<file path="config.mk">
export PLATFORM = sky130hd
export DESIGN_NAME = i2c_slave_flat
export DESIGN_NICKNAME = d
export VERILOG_FILES = /design/src/rtl/i2c_pkg.sv /design/src/rtl/i2c_slave_if.sv /design/src/rtl/i2c_line_filter.sv /design/src/rtl/i2c_slave.sv /design/src/flat_wrapper.sv
export SDC_FILE = /design/constraint.sdc
export NUM_CORES = 1
export LEC_CHECK = 0
export ABC_AREA = 1
export ABC_CLOCK_PERIOD_IN_PS = 1450
export CORE_UTILIZATION = 40
export DETAILED_ROUTE_END_ITERATION = 8
export GPL_ROUTABILITY_DRIVEN = 0
export PLACE_DENSITY = 0.68
export SYNTH_ARGS = -nofsm -noshare
export SYNTH_HDL_FRONTEND = slang
export SYNTH_HIERARCHICAL = 1
export SYNTH_SLANG_ARGS = --single-unit
</file>
<file path="constraint.sdc">
create_clock -name clk -period 1.45 [get_ports clk]
set_input_delay 0.29 -clock clk [delete_from_list [all_inputs] [get_ports clk]]
set_output_delay 0.29 -clock clk [all_outputs]
set_load 0.005 [all_outputs]
</file>
<file path="src/rtl/i2c_pkg.sv">
// Shared I2C definitions: byte width, ACK/NACK levels and the FSM state
// encodings that both the target and the master debug decoders use.
package i2c_pkg;

    localparam int I2C_BYTE_W = 8;

    localparam logic I2C_ACK  = 1'b0;
    localparam logic I2C_NACK = 1'b1;

    localparam logic [3:0] I2C_ST_IDLE     = 4'd0;
    localparam logic [3:0] I2C_ST_ADDR     = 4'd1;
    localparam logic [3:0] I2C_ST_ADDR_ACK = 4'd2;
    localparam logic [3:0] I2C_ST_WR_DATA  = 4'd3;
    localparam logic [3:0] I2C_ST_WR_ACK   = 4'd4;
    localparam logic [3:0] I2C_ST_RD_DATA  = 4'd5;
    localparam logic [3:0] I2C_ST_RD_ACK   = 4'd6;
    localparam logic [3:0] I2C_ST_IGNORE   = 4'd7;

    typedef enum logic [3:0] {
        ST_IDLE     = I2C_ST_IDLE,
        ST_ADDR     = I2C_ST_ADDR,
        ST_ADDR_ACK = I2C_ST_ADDR_ACK,
        ST_WR_DATA  = I2C_ST_WR_DATA,
        ST_WR_ACK   = I2C_ST_WR_ACK,
        ST_RD_DATA  = I2C_ST_RD_DATA,
        ST_RD_ACK   = I2C_ST_RD_ACK,
        ST_IGNORE   = I2C_ST_IGNORE
    } i2c_state_e;

endpackage

</file>
<file path="src/rtl/i2c_slave_if.sv">
// Bus-side and parallel-side signals of the I2C target, grouped so the
// target and its peer/bench connect through one port.
interface i2c_slave_if;
    import i2c_pkg::*;

    logic                  scl;
    logic                  sda_in;
    logic                  sda_oe;
    logic [I2C_BYTE_W-1:0] tx_data;
    logic [I2C_BYTE_W-1:0] rx_data;
    logic                  rx_valid;
    logic                  tx_req;
    logic                  busy;
    logic [3:0]            state;
    logic [3:0]            count;

    modport slave (
        input  scl, sda_in, tx_data,
        output sda_oe, rx_data, rx_valid, tx_req, busy, state, count
    );

    modport master (
        output scl, sda_in, tx_data,
        input  sda_oe, rx_data, rx_valid, tx_req, busy, state, count
    );

endinterface

</file>
<file path="src/rtl/i2c_line_filter.sv">
// SCL/SDA conditioning: 2-FF synchronizer, optional 3-sample majority
// filter (I2C_SLAVE_GLITCH_FILTER_EN), registered edge and START/STOP flags.
// Raw pin edge to flag: 3 clk, or 5 clk with the filter.
module i2c_line_filter (
    input  logic clk,
    input  logic reset,
    input  logic scl_i,
    input  logic sda_i,
    output logic scl_rise_o,
    output logic scl_fall_o,
    output logic start_o,
    output logic stop_o,
    output logic sda_o
);

    logic [1:0] raw;
    logic [1:0] cond;

    assign raw = {sda_i, scl_i};

    genvar gi;
    generate
        for (gi = 0; gi < 2; gi++) begin : g_line
            logic s1_q, s2_q;

            // Two-stage synchronizer; idle bus level is high.
            always_ff @(posedge clk or negedge reset) begin
                if (!reset) begin
                    s1_q <= 1'b1;
                    s2_q <= 1'b1;
                end else begin
                    s1_q <= raw[gi];
                    s2_q <= s1_q;
                end
            end

`ifdef I2C_SLAVE_GLITCH_FILTER_EN
            logic h0_q, h1_q, maj_q;

            // Majority of three consecutive samples hides 1-clk pulses.
            always_ff @(posedge clk or negedge reset) begin
                if (!reset) begin
                    h0_q  <= 1'b1;
                    h1_q  <= 1'b1;
                    maj_q <= 1'b1;
                end else begin
                    h0_q  <= s2_q;
                    h1_q  <= h0_q;
                    maj_q <= (s2_q & h0_q) | (s2_q & h1_q) | (h0_q & h1_q);
                end
            end

            assign cond[gi] = maj_q;
`else
            assign cond[gi] = s2_q;
`endif
        end
    endgenerate

    logic scl_prev_q, sda_prev_q;
    logic scl_rise_q, scl_fall_q, start_q, stop_q, sda_q;

    // Edge detect; START/STOP need SCL high both before and after the SDA
    // edge, so an SDA edge coinciding with an SCL edge raises no flag.
    always_ff @(posedge clk or negedge reset) begin
        if (!reset) begin
            scl_prev_q <= 1'b1;
            sda_prev_q <= 1'b1;
            scl_rise_q <= 1'b0;
            scl_fall_q <= 1'b0;
            start_q    <= 1'b0;
            stop_q     <= 1'b0;
            sda_q      <= 1'b1;
        end else begin
            scl_prev_q <= cond[0];
            sda_prev_q <= cond[1];
            scl_rise_q <= cond[0] & ~scl_prev_q;
            scl_fall_q <= ~cond[0] & scl_prev_q;
            start_q    <= scl_prev_q & cond[0] & sda_prev_q & ~cond[1];
            stop_q     <= scl_prev_q & cond[0] & ~sda_prev_q & cond[1];
            sda_q      <= cond[1];
        end
    end

    assign scl_rise_o = scl_rise_q;
    assign scl_fall_o = scl_fall_q;
    assign start_o    = start_q;
    assign stop_o     = stop_q;
    assign sda_o      = sda_q;

endmodule

</file>
<file path="src/rtl/i2c_slave.sv">
// I2C target: address match with ACK, strobed write-byte port and
// request/load read-byte port. Optional input glitch filter is selected
// with I2C_SLAVE_GLITCH_FILTER_EN (handled in i2c_line_filter).
module i2c_slave
    import i2c_pkg::*;
#(
    parameter logic [6:0] SLAVE_ADDR = 7'h50
) (
    input  logic        clk,
    input  logic        reset,
    i2c_slave_if.slave  bus
);

    logic scl_rise, scl_fall, start_evt, stop_evt, sda_lvl;

    i2c_line_filter u_filter (
        .clk        (clk),
        .reset      (reset),
        .scl_i      (bus.scl),
        .sda_i      (bus.sda_in),
        .scl_rise_o (scl_rise),
        .scl_fall_o (scl_fall),
        .start_o    (start_evt),
        .stop_o     (stop_evt),
        .sda_o      (sda_lvl)
    );

    i2c_state_e            state_q, state_d;
    logic [3:0]            cnt_q, cnt_d;
    logic [I2C_BYTE_W-1:0] shift_q, shift_d;
    logic [I2C_BYTE_W-1:0] tx_shift_q, tx_shift_d;
    logic [I2C_BYTE_W-1:0] rx_data_q, rx_data_d;
    logic                  rw_q, rw_d;
    logic                  phase_q, phase_d;
    logic                  sda_oe_q, sda_oe_d;
    logic                  rx_valid_q, rx_valid_d;
    logic                  tx_req_q, tx_req_d;
    logic                  busy_q, busy_d;
    logic [I2C_BYTE_W-1:0] shift_in;

    assign shift_in = {shift_q[I2C_BYTE_W-2:0], sda_lvl};

    // State register; reset releases SDA immediately.
    always_ff @(posedge clk or negedge reset) begin
        if (!reset) begin
            state_q    <= ST_IDLE;
            cnt_q      <= 4'd0;
            shift_q    <= '0;
            tx_shift_q <= '0;
            rx_data_q  <= '0;
            rw_q       <= 1'b0;
            phase_q    <= 1'b0;
            sda_oe_q   <= 1'b0;
            rx_valid_q <= 1'b0;
            tx_req_q   <= 1'b0;
            busy_q     <= 1'b0;
        end else begin
            state_q    <= state_d;
            cnt_q      <= cnt_d;
            shift_q    <= shift_d;
            tx_shift_q <= tx_shift_d;
            rx_data_q  <= rx_data_d;
            rw_q       <= rw_d;
            phase_q    <= phase_d;
            sda_oe_q   <= sda_oe_d;
            rx_valid_q <= rx_valid_d;
            tx_req_q   <= tx_req_d;
            busy_q     <= busy_d;
        end
    end

    // Next-state logic. phase_q marks the second half of an ACK slot
    // (ACK driven, or master ACK sampled). A read byte is loaded in the
    // cycle tx_req is high, and its MSB is driven from that load.
    always_comb begin
        state_d    = state_q;
        cnt_d      = cnt_q;
        shift_d    = shift_q;
        tx_shift_d = tx_shift_q;
        rx_data_d  = rx_data_q;
        rw_d       = rw_q;
        phase_d    = phase_q;
        sda_oe_d   = sda_oe_q;
        busy_d     = busy_q;
        rx_valid_d = 1'b0;
        tx_req_d   = 1'b0;

        if (start_evt) begin
            state_d  = ST_ADDR;
            cnt_d    = 4'd0;
            sda_oe_d = 1'b0;
            busy_d   = 1'b0;
            phase_d  = 1'b0;
        end else if (stop_evt) begin
            state_d  = ST_IDLE;
            cnt_d    = 4'd0;
            sda_oe_d = 1'b0;
            busy_d   = 1'b0;
            phase_d  = 1'b0;
        end else begin
            case (state_q)
                ST_IDLE: ;
                ST_ADDR: begin
                    if (scl_rise) begin
                        shift_d = shift_in;
                        cnt_d   = cnt_q + 4'd1;
                        if (cnt_q == 4'd7) begin
                            if (shift_in[7:1] == SLAVE_ADDR) begin
                                state_d = ST_ADDR_ACK;
                                busy_d  = 1'b1;
                                rw_d    = shift_in[0];
                                phase_d = 1'b0;
                            end else begin
                                state_d = ST_IGNORE;
                            end
                        end
                    end
                end
                ST_ADDR_ACK: begin
                    if (scl_fall) begin
                        if (!phase_q) begin
                            sda_oe_d = 1'b1;
                            phase_d  = 1'b1;
                        end else begin
                            phase_d = 1'b0;
                            cnt_d   = 4'd0;
                            if (!rw_q) begin
                                sda_oe_d = 1'b0;
                                state_d  = ST_WR_DATA;
                            end else begin
                                tx_req_d = 1'b1;
                                state_d  = ST_RD_DATA;
                            end
                        end
                    end
                end
                ST_WR_DATA: begin
                    if (scl_rise) begin
                        shift_d = shift_in;
                        cnt_d   = cnt_q + 4'd1;
                        if (cnt_q == 4'd7) begin
                            rx_data_d  = shift_in;
                            rx_valid_d = 1'b1;
                            state_d    = ST_WR_ACK;
                            phase_d    = 1'b0;
                        end
                    end
                end
                ST_WR_ACK: begin
                    if (scl_fall) begin
                        if (!phase_q) begin
                            sda_oe_d = 1'b1;
                            phase_d  = 1'b1;
                        end else begin
                            sda_oe_d = 1'b0;
                            phase_d  = 1'b0;
                            cnt_d    = 4'd0;
                            state_d  = ST_WR_DATA;
                        end
                    end
                end
                ST_RD_DATA: begin
                    if (tx_req_q) begin
                        tx_shift_d = bus.tx_data;
                        sda_oe_d   = ~bus.tx_data[7];
                    end else if (scl_rise) begin
                        cnt_d = cnt_q + 4'd1;
                    end else if (scl_fall) begin
                        if (cnt_q == 4'd8) begin
                            sda_oe_d = 1'b0;
                            state_d  = ST_RD_ACK;
                            phase_d  = 1'b0;
                        end else begin
                            sda_oe_d   = ~tx_shift_q[6];
                            tx_shift_d = {tx_shift_q[6:0], 1'b0};
                        end
                    end
                end
                ST_RD_ACK: begin
                    if (scl_rise) begin
                        if (sda_lvl == I2C_NACK) begin
                            state_d = ST_IGNORE;
                        end else begin
                            phase_d = 1'b1;
                        end
                    end else if (scl_fall && phase_q) begin
                        phase_d  = 1'b0;
                        cnt_d    = 4'd0;
                        tx_req_d = 1'b1;
                        state_d  = ST_RD_DATA;
                    end
                end
                ST_IGNORE: begin
                    sda_oe_d = 1'b0;
                end
                default: begin
                    state_d  = ST_IDLE;
                    sda_oe_d = 1'b0;
                end
            endcase
        end
    end

    assign bus.sda_oe   = sda_oe_q;
    assign bus.rx_data  = rx_data_q;
    assign bus.rx_valid = rx_valid_q;
    assign bus.tx_req   = tx_req_q;
    assign bus.busy     = busy_q;
    assign bus.state    = state_q;
    assign bus.count    = cnt_q;

endmodule

</file>
<file path="src/flat_wrapper.sv">
// flat-port wrapper written by rule: the top's interface ports become plain ports
module i2c_slave_flat import i2c_pkg::*;
#(
    parameter logic [6:0] SLAVE_ADDR = 7'h50
)
  (clk, reset, bus_scl, bus_sda_in, bus_tx_data, bus_sda_oe, bus_rx_data, bus_rx_valid, bus_tx_req, bus_busy, bus_state, bus_count);
  i2c_slave_if bus_i ();
  input  logic clk;
  input  logic reset;
  input wire logic [$bits(bus_i.scl)-1:0] bus_scl;
  input wire logic [$bits(bus_i.sda_in)-1:0] bus_sda_in;
  input wire logic [$bits(bus_i.tx_data)-1:0] bus_tx_data;
  output wire logic [$bits(bus_i.sda_oe)-1:0] bus_sda_oe;
  output wire logic [$bits(bus_i.rx_data)-1:0] bus_rx_data;
  output wire logic [$bits(bus_i.rx_valid)-1:0] bus_rx_valid;
  output wire logic [$bits(bus_i.tx_req)-1:0] bus_tx_req;
  output wire logic [$bits(bus_i.busy)-1:0] bus_busy;
  output wire logic [$bits(bus_i.state)-1:0] bus_state;
  output wire logic [$bits(bus_i.count)-1:0] bus_count;
  assign bus_i.scl = bus_scl;
  assign bus_i.sda_in = bus_sda_in;
  assign bus_i.tx_data = bus_tx_data;
  assign bus_sda_oe = bus_i.sda_oe;
  assign bus_rx_data = bus_i.rx_data;
  assign bus_rx_valid = bus_i.rx_valid;
  assign bus_tx_req = bus_i.tx_req;
  assign bus_busy = bus_i.busy;
  assign bus_state = bus_i.state;
  assign bus_count = bus_i.count;
  i2c_slave #(.SLAVE_ADDR(SLAVE_ADDR)) u_core (.clk(clk), .reset(reset), .bus(bus_i));
endmodule
</file>
Word-level counts from Yosys, hierarchy flattened
Index checks and enable logic that the tools add are counted.

storage, ports and cells
  bits in registers = 46
  input port bits = 12

operators by class
  $add $sub $neg = 1
  equal/unequal tests = 37
  mux-type cells = 79
  bitwise logic cells = 15
  reductions and logical operators = 22

operators with widths
  operator            count
  $mux 4              25
  $mux 1              43
  $ne 4x4->1 const B  8
  $mux 7              4
  $ne 4x3->1 const B  7
  $pmux 4 s7          1
  $reduce_and 6->1    4
  $eq 4x3->1 const B  5
  $pmux 4 s4          1
  $ne 5x4->1 const B  3
  $ne 5x5->1 const B  3
  $reduce_and 15->1   1
  $reduce_and 13->1   1
  $reduce_bool 3->1   4
  $eq 4x2->1 const B  2
  $ne 4x1->1 const B  2
  $not 1->1           8
  $reduce_and 4->1    2
  $and 1x1->1         7
  $eq 7x7->1 const B  1
  $reduce_bool 7->1   1
  $mux 3              2
  $ne 3x1->1 const B  2
  $reduce_bool 6->1   1
  13 further kinds    16

Depth between registers and ports, before layout
  depth after elaboration = 8
  gate-level depth with buffers = 11

By module
The synthesis kept the hierarchy.

by module, submodules not included
  module           times used  cells each  area each (µm²)  sequential area each (µm²)
  i2c_slave        1           296         2124.5           875.8
  i2c_line_filter  1           21          299.0            257.7

Worst setup path after synthesis
No wires, ideal clock.

  path kind = reg2reg
  from = reg u_core.state_q[0], in the netlist u_core/bus.state[0]
  to = reg u_core.state_q[1], in the netlist u_core/bus.state[1]
  library setup time = 0.121 ns
  data arrival time = 1.277 ns
  path slack = 0.052 ns
  stages on the path, launching flop included = 12
  buffers on the path = 1
  period minus slack after synthesis = 1.398 ns
  cells stage by stage = dfrtp_1 -> buf_4 -> inv_1 -> nand2_1 -> nor2_4 -> nand2_1 -> nand2_1 -> nor2_1 -> nand2_1 -> inv_2 -> nand3_1 -> nand2_1

between the ends
  longest elaborated chain between the ends = 5
  elaborated cells on any way between the ends = 28
  those cells by class = eq/ne: 22; mux: 3; reduce/logical: 3

RTL lines
  element                                        RTL line          source
  start: declaration                             i2c_slave.sv:28   i2c_state_e state_q, state_d;
  start signal: assignment                       i2c_slave.sv:58   state_q <= state_d;
  $eq 4x3->1 or $logic_not 4->1 (tied branches)  i2c_slave.sv:101  case (state_q)
  $reduce_or 2->1 (no line)                      n/a
  $pmux 4 s7                                     i2c_slave.sv:101
  $mux 4                                         i2c_slave.sv:94   end else if (stop_evt) begin
  $mux 4                                         i2c_slave.sv:88   if (start_evt) begin

Several ways; a longest one is shown, not always the timed one.
A chain may end at the register's enable or synchronous reset.

Worst setup path in the final report
  from = reg u_core.cnt_q[1], in the netlist u_core/bus.count[1]
  to = out bus_count[1]

RTL lines
  element                   RTL line            source
  start: declaration        i2c_slave.sv:29     logic [3:0] cnt_q, cnt_d;
  start signal: assignment  i2c_slave.sv:59     cnt_q <= cnt_d;
  end: declaration          flat_wrapper.sv:19  output wire logic [$bits(bus_i.count)-1:0] bus_count;

No word-level cell between the ends.

==> reports/metrics.cfg <==
[placement]
dp.cells=436
place.port_buffers=30
placed_area_mm2=0.00296
post-dp-hpwl_mm=3.89

[clocking]
numClockSinks=45
tritoncts=built
htree_num_levels=2
path_clk_slew_ns=0.09
inserted_clock_buffers=5
clock_latency_ns=0.30
clk_root_buffer_cell=sky130_fd_sc_hd__clkbuf_8
cts_max_path_buffers=2

[die]
design.die.area_mm2=0.00637
floorplan.die.width_um=79.8
starting_utilization_of_the_core_area=0.427
std_cell_rows=27
design.core.area_mm2=0.00568
num_io_pins=32
die_height_um=79.8

[sta]
final-hold-violation-count=0
fin_skew_ns=0.00584
min_period_over_period=1.05
timing.final.crit_period_ns=1.53
postLayoutSetupSlackWorst_ns=-0.0754
max_clock_freq_mhz=656
setup_viol=8
rsz0062_at_grt=yes
timing_max_transition_violations_final=0

[setup_path]
worstPathCellList=buf_4, buf_6, dlygate4sd2_1
worst-endpoint-arrival_ns=1.24
cp_data_required_time_ns=1.16
timing_worst_setup_path_type=register to primary output
worst_setup_path_start_kind=register
worst_path_slowest_cell=sky130_fd_sc_hd__dfrtp_1
family_with_the_most_delay_on_the_worst_path=buffers and inverters
worstPathBufferInverterCount=3
cp-end-kind=primary output
cpPeakStageDelay_ns=0.43
timing.reg2reg.worst_path_depth=9
critical_path.max_fanout=3
crit_path_cell_count=3

[power]
report.power.total_mw=5.14
peak_vdd_ir_uv=765
power-per-cell-area_mw_per_mm2=1440
static-leakage-power_nw=1.82
p_sw_frac=0.401
p_seq_frac=0.325
power.share.clock=0.162
power_report.internal_total_mw=3.08
combPwrFrac=0.513
switchingPower_mw=2.06

[synthesis]
synth-main-ff-cell=sky130_fd_sc_hd__dfrtp_1
count_of_flip_flops_with_a_built_in_enable_after_synthesis=0
synth_top_cells_by_area=sky130_fd_sc_hd__dfrtp_1 40%, sky130_fd_sc_hd__nand2_1 15%, sky130_fd_sc_hd__dfstp_2 6.5%
synth.top_cells.by_count=95 x sky130_fd_sc_hd__nand2_1, 39 x sky130_fd_sc_hd__dfrtp_1, 38 x sky130_fd_sc_hd__inv_1
yosys.area.top_type_share=0.403
synth_seq_cells=45
syn_area_per_cell_um2=7.65
synth_cell_type_count=30
synth.cell_area_mm2=0.00242
share_of_synthesized_area_occupied_by_flip_flops_and_latches=0.468
synthDominantAreaCellType=sky130_fd_sc_hd__dfrtp_1
mappedNetlistNets=331
synth.yosys.warnings=6
yosys.cell_count.top_type=sky130_fd_sc_hd__nand2_1
synth_cells=317
synth-async-reset-ratio=1.00

[routing]
viasPerCell=5.02
remaining_drc_errors=0
drtPass1Iterations=4
vias=2365
drt_wl_total_mm=6.12
routedWlPerCell_um=13.0
ant_nets=0
iter_0_drt_violations=168

[grt]
grt_start_max_net_pins=46
grt_pass1_vias=2160
grt_first_pass_wirelength_mm=9.68
globalRouteTotalUtil=0.197
grt_antenna_before_repair=0
grt_overflow_total=0

[cells_and_area]
final_cell_count_no_fill=471
area.growth.synth_to_final_pct=47.2
final_net_count=412
layout.cell_area.non_filler_mm2=0.00357
layout-drive-gt1-share=0.323
antenna_cells=0

[run_status]
failed_checks=setup timing
status=complete, but fails checks

[flow_run]
cap_viol_max_count=0

[hold_path]
worst_hold_path_type=register to register
hold_path_depth=0

==> metal layers <==
| metal | part of all wire | global-route usage |
|---|---|---|
| met2 | 0.50 | 0.322 |
| met3 | 0.045 | 0.0377 |
| met4 | 0.027 | 0.0893 |
| met5 | 0 | 0 |
| met1 | 0.43 | 0.251 |
==> worst register-to-register path, delay by kind of cell (launching register included) <==
family / cells / cell delay (ns)
compound gates: 1 / 0.15
fa+ha+maj: 1 / 0.13
buf+inv: 1 / 0.13
flops: 1 / 0.43
simple gates: 6 / 0.55
==> placed cells by master (no fill, tap or decap), types with 3 or more instances in the layout <==
master,synthesis,final
sky130_fd_sc_hd__o21ai_1,17,24
sky130_fd_sc_hd__nand3_4,0,4
sky130_fd_sc_hd__nor2_4,2,7
sky130_fd_sc_hd__dfstp_2,6,6
sky130_fd_sc_hd__buf_4,2,33
sky130_fd_sc_hd__o211ai_1,7,7
sky130_fd_sc_hd__nand4_1,7,7
sky130_fd_sc_hd__clkdlybuf4s50_1,0,11
sky130_fd_sc_hd__buf_12,0,3
sky130_fd_sc_hd__clkbuf_8,0,6
sky130_fd_sc_hd__nand2_1,95,87
sky130_fd_sc_hd__nand3_2,2,6
sky130_fd_sc_hd__dfrtp_2,0,4
sky130_fd_sc_hd__dlymetal6s2s_1,0,3
sky130_fd_sc_hd__inv_1,38,32
sky130_fd_sc_hd__nor2_2,3,8
sky130_fd_sc_hd__nand2_4,0,6
sky130_fd_sc_hd__o21bai_1,3,3
sky130_fd_sc_hd__nand3_1,23,15
sky130_fd_sc_hd__buf_6,2,15
sky130_fd_sc_hd__nand2_2,5,7
sky130_fd_sc_hd__o21ai_0,17,9
sky130_fd_sc_hd__dfrtp_1,39,35
sky130_fd_sc_hd__inv_2,3,7
sky130_fd_sc_hd__nor2_1,22,12
sky130_fd_sc_hd__a21oi_1,7,5
sky130_fd_sc_hd__dlygate4sd2_1,0,13
==> power by group through the flow <==
stage          clock network [mW]  logic (mW)  registers, mW
2_1_floorplan                   0        1.20           1.65
3_3_place_gp                    0        1.83           1.69
3_5_place_dp                    0        1.85           1.70
4_1_cts                     0.858        2.22           1.66
5_1_grt                     0.907        2.90           1.70
6_report                    0.831        2.64           1.67
==> sequential cells by signal (all words and copies together), names as in the netlist, 2 cells and up <==
register                     cells
u_core/bus.count                 4
u_core/bus.rx_data               8
u_core/bus.state                 3
u_core/shift_q                   7
u_core/tx_shift_q                7
u_core/u_filter/g_line.s1_q      2
u_core/u_filter/g_line.s2_q      2
==> through the flow <==
step / hold WS (ns) / setup WS [ns] / setup TNS [ns] / utilization
after detailed placement: 0.287 / -0.158 / -2.15 / 0.522
after global placement: 0.285 / -0.126 / -1.39 / 0.522
after global routing: 0.363 / -0.164 / -1.63 / 0.629
after CTS: 0.356 / -0.0650 / -0.287 / 0.585
after floorplan: -0.00559 / 0.0517 / 0 / -
final: 0.358 / -0.0754 / -0.360 / 0.629
==> cell families after synthesis <==
logic type,after synthesis,share of synthesized area
AOI/OAI and AO/OA,54,0.125
xor gates and xnor gates,2,0.00723
adders and majority gates,2,0.0103
buffers and inverters,51,0.0914
DFF,45,0.468
other,1,0.00155
and+or+nand+nor,162,0.296
==> worst paths after layout <==
check / startpoint / to / slack (ns)
min in group asynchronous: reset / u_core/bus.count[3]$_DFFE_PN0P_ / 0.49
max in group asynchronous: reset / u_core/u_filter/g_line[0].s2_q$_DFF_PN1_ / 0.69
worst min register to register: u_core/u_filter/g_line[1].s1_q$_DFF_PN1_ / u_core/u_filter/g_line[1].s2_q$_DFF_PN1_ / 0.36
worst max register to register: u_core/bus.count[0]$_DFFE_PN0P_ / u_core/bus.state[0]$_DFFE_PN0P_ / -0.06
worst min-delay path: u_core/u_filter/g_line[1].s1_q$_DFF_PN1_ / u_core/u_filter/g_line[1].s2_q$_DFF_PN1_ / 0.36
worst max-delay path: u_core/bus.count[1]$_DFFE_PN0P_ / bus_count[1] / -0.08
==> area by class of cell <==
| class | instances | area, um^2 |
|---|---|---|
| Fill cell | 487 | 2110 |
| Multi-Input combinational cell | 221 | 1300 |
| Sequential cell | 45 | 1140 |
| Timing Repair Buffer | 82 | 763 |
| Inverter | 43 | 176 |
| Tap cell | 72 | 90.1 |
| Clock buffer | 6 | 82.6 |
| Clock inverter | 2 | 13.8 |
==> what timing repair did <==
item,4_1_cts,5_1_grt
hold endpoints to repair,39,0
endpoints found under the setup margin,42,37
setup buffers,18,8
hold buffers,1,0
resized for setup,56,56
pin swaps,7,25
No activity file was read; power rests on OpenSTA's default activity.
